<file path="src/rtl/mux8lut_config_loader.sv">
// Stream-fed frame loader for a column of MUX8LUT BELs.
// Frames are assembled in a shadow register and committed atomically.
module mux8lut_config_loader #(
  parameter int NUM_BELS     = 8,
  parameter int BITS_PER_BEL = 2,
  parameter int WORD_W       = 8,
  parameter int NUM_WORDS    = 2
) (
  input  logic                             CLK,
  input  logic                             resetn,
  input  logic                             in_valid,
  output logic                             in_ready,
  input  logic [WORD_W-1:0]                in_data,
  input  logic                             in_last,
  input  logic                             cfg_lock,
  input  logic                             err_clr,
  output logic [NUM_BELS*BITS_PER_BEL-1:0] ConfigBits,
  output logic                             commit_pulse,
  output logic                             busy,
  output logic                             err_sticky,
  output logic [7:0]                       frame_count
);

  localparam int CW = (NUM_WORDS > 1) ? $clog2(NUM_WORDS) : 1;
  localparam logic [CW-1:0] LAST_IDX = CW'(NUM_WORDS - 1);

  typedef enum logic [2:0] {
    IDLE,
    SHIFT,
    HOLD,
    COMMIT,
    DRAIN
  } state_t;

  state_t                      state;
  logic [CW-1:0]               cnt;
  logic [NUM_WORDS*WORD_W-1:0] shadow;
  logic                        accept;

  assign accept = in_valid & in_ready;

  always_ff @(posedge CLK or negedge resetn) begin
    if (!resetn) begin
      state        <= IDLE;
      cnt          <= '0;
      shadow       <= '0;
      ConfigBits   <= '0;
      commit_pulse <= 1'b0;
      err_sticky   <= 1'b0;
      frame_count  <= 8'd0;
      in_ready     <= 1'b1;
      busy         <= 1'b0;
    end else begin
      commit_pulse <= 1'b0;
      // a detected error later in this block overrides the clear
      if (err_clr)
        err_sticky <= 1'b0;
      unique case (state)
        IDLE: begin
          if (accept) begin
            shadow[WORD_W-1:0] <= in_data;
            cnt                <= CW'(1);
            if (NUM_WORDS > 1) begin
              if (in_last) begin
                err_sticky <= 1'b1;
              end else begin
                state <= SHIFT;
                busy  <= 1'b1;
              end
            end else if (in_last) begin
              state    <= cfg_lock ? HOLD : COMMIT;
              in_ready <= 1'b0;
              busy     <= 1'b1;
            end else begin
              err_sticky <= 1'b1;
              state      <= DRAIN;
              busy       <= 1'b1;
            end
          end
        end
        SHIFT: begin
          if (accept) begin
            shadow[cnt*WORD_W +: WORD_W] <= in_data;
            cnt <= cnt + CW'(1);
            if (cnt != LAST_IDX) begin
              if (in_last) begin
                err_sticky <= 1'b1;
                state      <= IDLE;
                busy       <= 1'b0;
              end
            end else if (in_last) begin
              state    <= cfg_lock ? HOLD : COMMIT;
              in_ready <= 1'b0;
            end else begin
              err_sticky <= 1'b1;
              state      <= DRAIN;
            end
          end
        end
        HOLD: begin
          if (!cfg_lock)
            state <= COMMIT;
        end
        COMMIT: begin
          ConfigBits   <= shadow;
          commit_pulse <= 1'b1;
          frame_count  <= frame_count + 8'd1;
          cnt          <= '0;
          state        <= IDLE;
          in_ready     <= 1'b1;
          busy         <= 1'b0;
        end
        DRAIN: begin
          if (accept && in_last) begin
            state <= IDLE;
            busy  <= 1'b0;
          end
        end
        default: begin
          state    <= IDLE;
          in_ready <= 1'b1;
          busy     <= 1'b0;
        end
      endcase
    end
  end

endmodule

</file>
<file path="config.mk">
export PLATFORM = sky130hd
export DESIGN_NAME = mux8lut_config_loader
export DESIGN_NICKNAME = d
export VERILOG_FILES = /design/src/rtl/mux8lut_config_loader.sv
export SDC_FILE = /design/constraint.sdc
export NUM_CORES = 1
export LEC_CHECK = 0
export ABC_CLOCK_PERIOD_IN_PS = 1500
export BUFFER_PORTS_ARGS = -buffer_cell sky130_fd_sc_hd__buf_2
export CORE_UTILIZATION = 45
export CTS_BUF_LIST = sky130_fd_sc_hd__clkbuf_4 sky130_fd_sc_hd__clkbuf_8
export DETAILED_ROUTE_END_ITERATION = 8
export GPL_TIMING_DRIVEN = 0
export PLACE_DENSITY = 0.7
export SLEW_MARGIN = 20
export SYNTH_ARGS = -nofsm -noshare
export SYNTH_HDL_FRONTEND = slang
export SYNTH_SLANG_ARGS = --single-unit
</file>
<file path="constraint.sdc">
create_clock -name CLK -period 1.5 [get_ports CLK]
set_input_delay 0.3 -clock CLK [delete_from_list [all_inputs] [get_ports CLK]]
set_output_delay 0.3 -clock CLK [all_outputs]
set_load 0.05 [all_outputs]
</file>
==> metrics.json, run 1 <==
{
  "sta": {
    "tightestPinTransition_ns": 0.594,
    "timing.final.crit_share_pct": 105,
    "setup_violations": 9,
    "period_minus_slack_ns": 1.57,
    "totalNegativeSetupSlack_ns": -0.537,
    "max-slew-margin-rel_pct": 60.4,
    "slew_violations": 0,
    "setup_repair_after_global_routing_missed_its_margin": "true",
    "hold_ws_ns": -0.000759,
    "hold_viol": 2,
    "setup_slack_ns": -0.0730,
    "clock.fmax_mhz": 636,
    "worst_clock_skew_ns": 0.00552
  },
  "place": {
    "placed_area_um2": 2290,
    "gp_congestion": 0.759,
    "port-buffer-count": 40,
    "dp_hpwl_um": 2560
  },
  "clocking": {
    "tritoncts": "yes",
    "ctsHtreeMaxLevel": 2,
    "cts_buffers": 5,
    "insertion_delay_ns": 0.30,
    "clock_tree.root_cell": "sky130_fd_sc_hd__clkbuf_8",
    "clockBufferDepth": 2,
    "clock-sinks": 48,
    "clk_pin_slew_ns": 0.09
  },
  "final_layout": {
    "share_of_layout_cells_above_drive_strength_1_pct": 33.9,
    "fin_util_pct": 57.1,
    "final_common_cell": "sky130_fd_sc_hd__nand2_1",
    "seqCellArea_um2": 1210,
    "final_cell_area_um2": 2470,
    "multiInputGateArea_um2": 758,
    "final.fill_count": 395,
    "fin_nets": 253,
    "leading_cell_types_in_the_layout_fill_and_taps_excluded": "sky130_fd_sc_hd__nand2_1 (56), sky130_fd_sc_hd__dfrtp_1 (47), sky130_fd_sc_hd__buf_2 (40)",
    "syn2layout_area_growth_pct": 22.0,
    "number_of_diodes_added_for_antenna_fixing": 0
  },
  "yosys": {
    "synthesis.yosys.warnings": 0,
    "synthesized_flop_and_latch_total": 48,
    "synth.cell_area_um2": 2020,
    "synth_fp_nets": 202,
    "seq_area_frac_synth_pct": 59.5,
    "post_synth_num_cell_types": 31,
    "post_synth_inst_count": 187,
    "avg_synthesized_cell_area_um2": 10.8
  },
  "critical_path": {
    "timing.setup.critical_path_class": "reg -> reg",
    "cp_data_required_time_ns": 1.69,
    "start_kind": "flip-flop",
    "worstPathMaxFanout": 9,
    "timing.critical_path.arrival_ns": 1.76,
    "worst_setup_path_end_kind": "flip-flop"
  },
  "grt": {
    "track_usage_pct": 17.6,
    "antenna_found_initial": 0,
    "grt_max_degree": 49,
    "grt_first_pass_wirelength_um": 6590,
    "vias_in_the_first_global_route": 1384,
    "grt.overflow.total": 0
  },
  "routing": {
    "route.detailed.wl_per_inst_um": 12.9,
    "drt_pass1_iterations": 4,
    "drt.antenna.violating_nets": 0,
    "first_iter_violations": 97,
    "drcViolationCount": 0,
    "wl_um": 3770,
    "vias": 1418,
    "vias_per_cell": 4.87
  },
  "power": {
    "internal_power_uw": 3130,
    "power_per_cell_area_nw_per_um2": 2250,
    "peak_supply_drop_v": 0.00106,
    "pwr-share-clk_pct": 14.5,
    "power.leakage_uw": 0.00129,
    "p_sw_uw": 2410,
    "seq_power_share_pct": 38.6,
    "comb_power_share_pct": 46.9,
    "netSwitchingFraction_pct": 43.5
  },
  "outcome": {
    "failing_checks": "negative hold slack, negative setup slack",
    "status": "finished, violations left"
  },
  "run": {
    "cap_violations": 0
  },
  "die": {
    "die_w_um": 69.0,
    "row_count": 24,
    "dieHeight_um": 69.0,
    "initial_core_util_pct": 46.8,
    "fp.dieArea_um2": 4770,
    "ios": 42,
    "core_area_um2": 4320
  },
  "min_path": {
    "hp-class": "in -> async"
  }
}
==> cells by family (layout without fill, tap and decap cells) <==
| kind of cell | Yosys count | in the layout | share of synthesized area (%) |
|---|---|---|---|
| AOI/OAI and AO/OA | 16 | 16 | 4.77 |
| buffers and inverters | 15 | 67 | 4.02 |
| adders and majority gates | 1 | 1 | 0.619 |
| xor gates and xnor gates | 9 | 9 | 3.90 |
| muxes | 17 | 17 | 9.41 |
| DFF | 48 | 48 | 59.5 |
| and+or+nand+nor | 81 | 81 | 17.8 |
==> worst max-delay path, stage by stage, from the launching register on <==
cell                       delay (ns)
sky130_fd_sc_hd__dfstp_4         0.65
sky130_fd_sc_hd__nand3b_4        0.11
sky130_fd_sc_hd__nor3_4          0.21
sky130_fd_sc_hd__buf_12          0.15
sky130_fd_sc_hd__mux2_2          0.33
==> timing repair <==
| item | 4_1_cts | 5_1_grt |
|---|---|---|
| buffers inserted | 1 | 3 |
| setup endpoints to repair | 22 | 27 |
| pin swaps | 1 | 2 |
| gates resized for setup | 2 | 9 |
| hold buffers | 0 | 0 |
==> path summary, 6_finish.rpt <==
kind,start,end,slack [ns],cells past startpoint
worst max-delay path,in_ready,shadow[11],-0.07,4
worst min-delay path,resetn,cnt,-0.0008,1
worst max register to register,in_ready,shadow[11],-0.07,4
worst min register to register,shadow[1],ConfigBits[1],0.47,2
max in group asynchronous,resetn,frame_count[7],1.10,1
min in group CLK,in_data[6],shadow[14],0.24,2
==> cell type report <==
cell class	instances	area share [%]
Timing Repair Buffer	44	9.94
Buffer	9	2.94
Sequential cell	48	48.9
Clock buffer	7	3.65
Tap cell	52	2.64
Inverter	6	0.913
Multi-Input combinational cell	124	30.7
Clock inverter	1	0.304
==> sequential cells by signal (all words and copies together), names as in the netlist <==
| name | flops |
|---|---|
| ConfigBits | 16 |
| busy | 1 |
| cnt | 1 |
| commit_pulse | 1 |
| err_sticky | 1 |
| frame_count | 8 |
| in_ready | 1 |
| shadow | 16 |
| state | 3 |
==> cells in the mapped netlist, drive strengths merged <==
master	number	area share, %
nand2	57	11
dfrtp	47	58
nand3b	3	1.7
o32ai	1	0.43
xnor2	5	2.2
a21oi	6	1.5
a22o	1	0.43
xor2	4	1.7
mux2i	1	0.50
clkbuf	1	0.19
dfstp	1	1.3
o21ai	4	0.99
nand3	3	0.74
o22ai	1	0.31
a22oi	1	0.37
nor2	10	1.9
mux2	16	8.9
inv	6	1.1
nor3	4	1.5
buf	8	2.7
nand4	2	0.62
nor4	1	0.31
o2111ai	1	0.43
a31oi	1	0.31
ha	1	0.62
nor2b	1	0.31
==> power by group through the flow <==
stage,clock network [µW],logic [µW],registers [µW]
after global placement,0,2410,2160
after CTS,837,2500,2140
after detailed placement,0,2460,2160
after floorplan,0,1050,3000
final,804,2600,2140
after global routing,883,2800,2200
==> stage by stage <==
stage / instances / setup WS, ns / hold slack, ns / power, µW
finish: 291 / -0.0730 / -0.000759 / 5540
global route: 291 / -0.117 / 0.0475 / 5890
CTS: 288 / -0.0980 / 0.215 / 5480
detailed placement: 279 / -0.197 / 0.452 / 4620
global placement: 279 / -0.191 / 0.442 / 4570
floorplan: 187 / -0.156 / 0.00441 / 4060
==> per-layer routing <==
| layer | track usage, % | share of wire, % |
|---|---|---|
| met3 | 6.29 | 6.2 |
| met2 | 26.5 | 45 |
| met1 | 23.5 | 48 |
| met5 | 0 | 0 |
| met4 | 6.12 | 1.2 |
Note: power is estimated with default switching activity, not from simulation.
==> inputs of run 2 (changes only) <==
CORE_UTILIZATION = 50   (was 45)
PLACE_DENSITY = 0.77   (was 0.7)
==> run 2 against run 1 <==
  * The flow still finishes with violations (negative hold slack, negative setup slack)
  * Sequential share of layout area decreased by 0.54 points
  * Highest routed layer unchanged
  * Worst setup slack worse by 0.026 ns
  * Worst hold slack worse by 0.0031 ns
  * Register-to-register slack worse by 0.03 ns
  * Non-clock buffer count increased by 1
  * Design area grew 1.1%
  * Via count rose by 5.5%
  * Combinational power about the same
  * Core utilization increased by 9.1 points
  * Global-route usage rose by 2.3 points
  * Critical endpoint is now shadow[13]
  * First-iteration DRC count rose by 21%
  * Critical path type unchanged
  * Maximum frequency decreased by 1.6%
==> metrics.json, run 2 (same netlist as run 1, synthesis figures left out) <==
{
  "outcome": {
    "status": {"value": "finished, violations left", "change": "unchanged"},
    "failing_checks": {"value": "negative hold slack, negative setup slack", "change": "unchanged"}
  },
  "sta": {
    "slew_violations": {"value": 0, "change": "unchanged"},
    "max-slew-margin-rel": {"value": 61.2, "unit": "%", "change": "was 60.4%"},
    "tightestPinTransition": {"value": 0.582, "unit": "ns", "change": "was 0.594 ns"},
    "timing.final.crit_share": {"value": 107, "unit": "%", "change": "was 105%"},
    "clock.fmax": {"value": 625, "unit": "MHz", "change": "was 636 MHz"},
    "setup_violations": {"value": 9, "change": "unchanged"},
    "setup_slack": {"value": -0.0991, "unit": "ns", "change": "was -0.0730 ns"},
    "period_minus_slack": {"value": 1.60, "unit": "ns", "change": "was 1.57 ns"},
    "totalNegativeSetupSlack": {"value": -0.746, "unit": "ns", "change": "was -0.537 ns"},
    "hold_ws": {"value": -0.00389, "unit": "ns", "change": "was -0.000759 ns"},
    "setup_repair_after_global_routing_missed_its_margin": {"value": "true", "change": "unchanged"},
    "worst_clock_skew": {"value": 0.00654, "unit": "ns", "change": "was 0.00552 ns"},
    "hold_viol": {"value": 2, "change": "unchanged"}
  },
  "place": {
    "pre_cts_ws": {"value": -0.242, "unit": "ns", "change": "was -0.197 ns"},
    "gp_congestion": {"value": 0.787, "change": "was 0.759"},
    "dp_hpwl": {"value": 2580, "unit": "µm", "change": "was 2560 µm"},
    "port-buffer-count": {"value": 40, "change": "unchanged"}
  },
  "clocking": {
    "clock_tree.root_cell": {"value": "sky130_fd_sc_hd__clkbuf_8", "change": "unchanged"},
    "cts_buffers": {"value": 5, "change": "unchanged"},
    "tritoncts": {"value": "yes", "change": "unchanged"},
    "ctsHtreeMaxLevel": {"value": 2, "change": "unchanged"},
    "cts-hold-fix-buffers": {"value": 0, "change": "unchanged"},
    "clock-sinks": {"value": 48, "change": "unchanged"},
    "clockBufferDepth": {"value": 2, "change": "unchanged"},
    "clk_pin_slew": {"value": 0.08, "unit": "ns", "change": "was 0.09 ns"},
    "insertion_delay": {"value": 0.30, "unit": "ns", "change": "about the same"}
  },
  "grt": {
    "vias_in_the_first_global_route": {"value": 1412, "change": "was 1,384"},
    "grt_use_met1": {"value": 26.5, "unit": "%", "change": "was 23.5%"},
    "grt_max_degree": {"value": 49, "change": "unchanged"},
    "grt.overflow.total": {"value": 0, "change": "unchanged"},
    "busiest_layer": {"value": "met2", "change": "unchanged"},
    "globalRouteMet3Util": {"value": 4.51, "unit": "%", "change": "was 6.29%"},
    "grt_first_pass_wirelength": {"value": 6310, "unit": "µm", "change": "was 6590 µm"},
    "track_usage": {"value": 19.9, "unit": "%", "change": "was 17.6%"},
    "antenna_found_initial": {"value": 0, "change": "unchanged"},
    "globalRouteMet2Util": {"value": 31.3, "unit": "%", "change": "was 26.5%"}
  },
  "critical_path": {
    "worst-path-buf-inv": {"value": 1, "change": "unchanged"},
    "start_kind": {"value": "flip-flop", "change": "unchanged"},
    "r2r_endpoint": {"value": "shadow[13]", "change": "was shadow[11]"},
    "crit_chain": {"value": "nand3b_4, nor3_4, buf_12, mux2_2", "change": "unchanged"},
    "cp_top_family": {"value": "flip-flops", "change": "unchanged"},
    "timing.critical_path.arrival": {"value": 1.79, "unit": "ns", "change": "was 1.76 ns"},
    "reg_to_reg_startpoint": {"value": "in_ready", "change": "unchanged"},
    "reg2reg_setup_slack": {"value": -0.1, "unit": "ns", "change": "was -0.07 ns"},
    "cp_data_required_time": {"value": 1.69, "unit": "ns", "change": "about the same"},
    "worst-path-stages": {"value": 4, "change": "unchanged"},
    "rr_worst_depth": {"value": 4, "change": "unchanged"},
    "timing.setup.critical_path_class": {"value": "reg -> reg", "change": "unchanged"},
    "worst_setup_path_end_kind": {"value": "flip-flop", "change": "unchanged"},
    "critical-path-max-stage-delay": {"value": 0.65, "unit": "ns", "change": "about the same"},
    "critical_path.slowest_cell": {"value": "sky130_fd_sc_hd__dfstp_4", "change": "unchanged"},
    "worstPathMaxFanout": {"value": 9, "change": "unchanged"}
  },
  "min_path": {
    "hp-class": {"value": "in -> async", "change": "unchanged"}
  },
  "die": {
    "ios": {"value": 42, "change": "unchanged"},
    "dieHeight": {"value": 65.6, "unit": "µm", "change": "was 69.0 µm"},
    "die_w": {"value": 65.6, "unit": "µm", "change": "was 69.0 µm"},
    "initial_core_util": {"value": 53.6, "unit": "%", "change": "was 46.8%"},
    "fp.dieArea": {"value": 4300, "unit": "µm²", "change": "was 4770 µm²"},
    "row_count": {"value": 22, "change": "was 24"},
    "core_area": {"value": 3770, "unit": "µm²", "change": "was 4320 µm²"}
  },
  "routing": {
    "wl": {"value": 3860, "unit": "µm", "change": "was 3770 µm"},
    "vias": {"value": 1496, "change": "was 1,418"},
    "drt_pass1_iterations": {"value": 5, "change": "was 4"},
    "route.detailed.wl_per_inst": {"value": 13.4, "unit": "µm", "change": "was 12.9 µm"},
    "first_iter_violations": {"value": 117, "change": "was 97"},
    "drcViolationCount": {"value": 0, "change": "unchanged"},
    "drt.antenna.violating_nets": {"value": 0, "change": "unchanged"},
    "vias_per_cell": {"value": 5.19, "change": "was 4.87"}
  },
  "final_layout": {
    "share_of_layout_cells_above_drive_strength_1": {"value": 34.6, "unit": "%", "change": "was 33.9%"},
    "final_common_cell": {"value": "sky130_fd_sc_hd__nand2_1", "change": "unchanged"},
    "fin_nets": {"value": 254, "change": "was 253"},
    "top_regs": {"value": "ConfigBits: 16 flops, shadow: 16 flops, frame_count: 8 flops", "change": "unchanged"},
    "leading_cell_types_in_the_layout_fill_and_taps_excluded": {"value": "sky130_fd_sc_hd__nand2_1 (56), sky130_fd_sc_hd__dfrtp_1 (47), sky130_fd_sc_hd__buf_2 (42)", "change": "was sky130_fd_sc_hd__nand2_1 (56), sky130_fd_sc_hd__dfrtp_1 (47), sky130_fd_sc_hd__buf_2 (40)"},
    "final.fill_count": {"value": 306, "change": "was 395"},
    "syn2layout_area_growth": {"value": 23.4, "unit": "%", "change": "was 22.0%"},
    "number_of_diodes_added_for_antenna_fixing": {"value": 0, "change": "unchanged"}
  },
  "power": {
    "power_per_cell_area": {"value": 2310, "unit": "nW/µm²", "change": "was 2250 nW/µm²"},
    "peak_supply_drop": {"value": 0.00124, "unit": "V", "change": "was 0.00106 V"},
    "power.leakage": {"value": 0.00130, "unit": "µW", "change": "was 0.00129 µW"}
  },
  "run": {
    "cap_violations": {"value": 0, "change": "unchanged"}
  }
}
## run 2: changes by cell type in the layout (fill, tap and decap cells not counted), sizes merged
cell,change
buf,+2
bufinv,+1
clkbuf,-1
clkinvlp,-1
## run 2: cell type report
class | instances | area (µm²) | share of cell area (%)
repair buffers | 45 | 253 | 10.1
plain buffers | 9 | 63.8 | 2.56
flip-flops and latches | 48 | 1210 | 48.3
well taps | 48 | 60.1 | 2.41
inverters | 6 | 22.5 | 0.903
clock inverters | 1 | 30.0 | 1.20
multi-input cells | 124 | 763 | 30.6
clock buffers | 7 | 96.3 | 3.86
## run 2: stage by stage
stage               instance area [µm²]  util (%)  std cells  total power [µW]
finish                             2490      66.2        288              5770
CTS                                2440      64.7        284              5690
global placement                   2290      60.6        275              4560
detailed placement                 2290      60.6        275              4630
global route                       2490      66.2        288              6110
floorplan                          2030         -        187              4060
## run 2: worst max path at each step
stage                  start          to  slack [ns]
finish              in_ready  shadow[13]        -0.1
global route        in_ready  shadow[13]       -0.14
CTS                 in_ready  shadow[13]        -0.1
detailed placement  in_ready   shadow[8]       -0.24
global placement    in_ready  shadow[15]       -0.23
floorplan           in_ready  shadow[10]       -0.16
## run 2: report_power, final
part,switching (µW),leakage (µW),internal [µW],total (µW)
Combinational,1700,0.000638,910,2610
Sequential,313,0.000599,1840,2150
Clock,415,0.0000645,588,1000
Total,2430,0.00130,3330,5770
## run 2: metal layers
| layer | vias up | share of wire, % |
|---|---|---|
| met5 | - | 0 |
| met4 | 0 | 1.2 |
| met3 | 6 | 5.8 |
| met2 | 52 | 49 |
| met1 | 722 | 44 |
| li1 | 716 | - |
## run 2: timing repair
item / 4_1_cts / 5_1_grt
pin swaps: 1 / 2
resized for setup: 2 / 6
endpoints found under the setup margin: 25 / 27
buffers inserted: 1 / 4
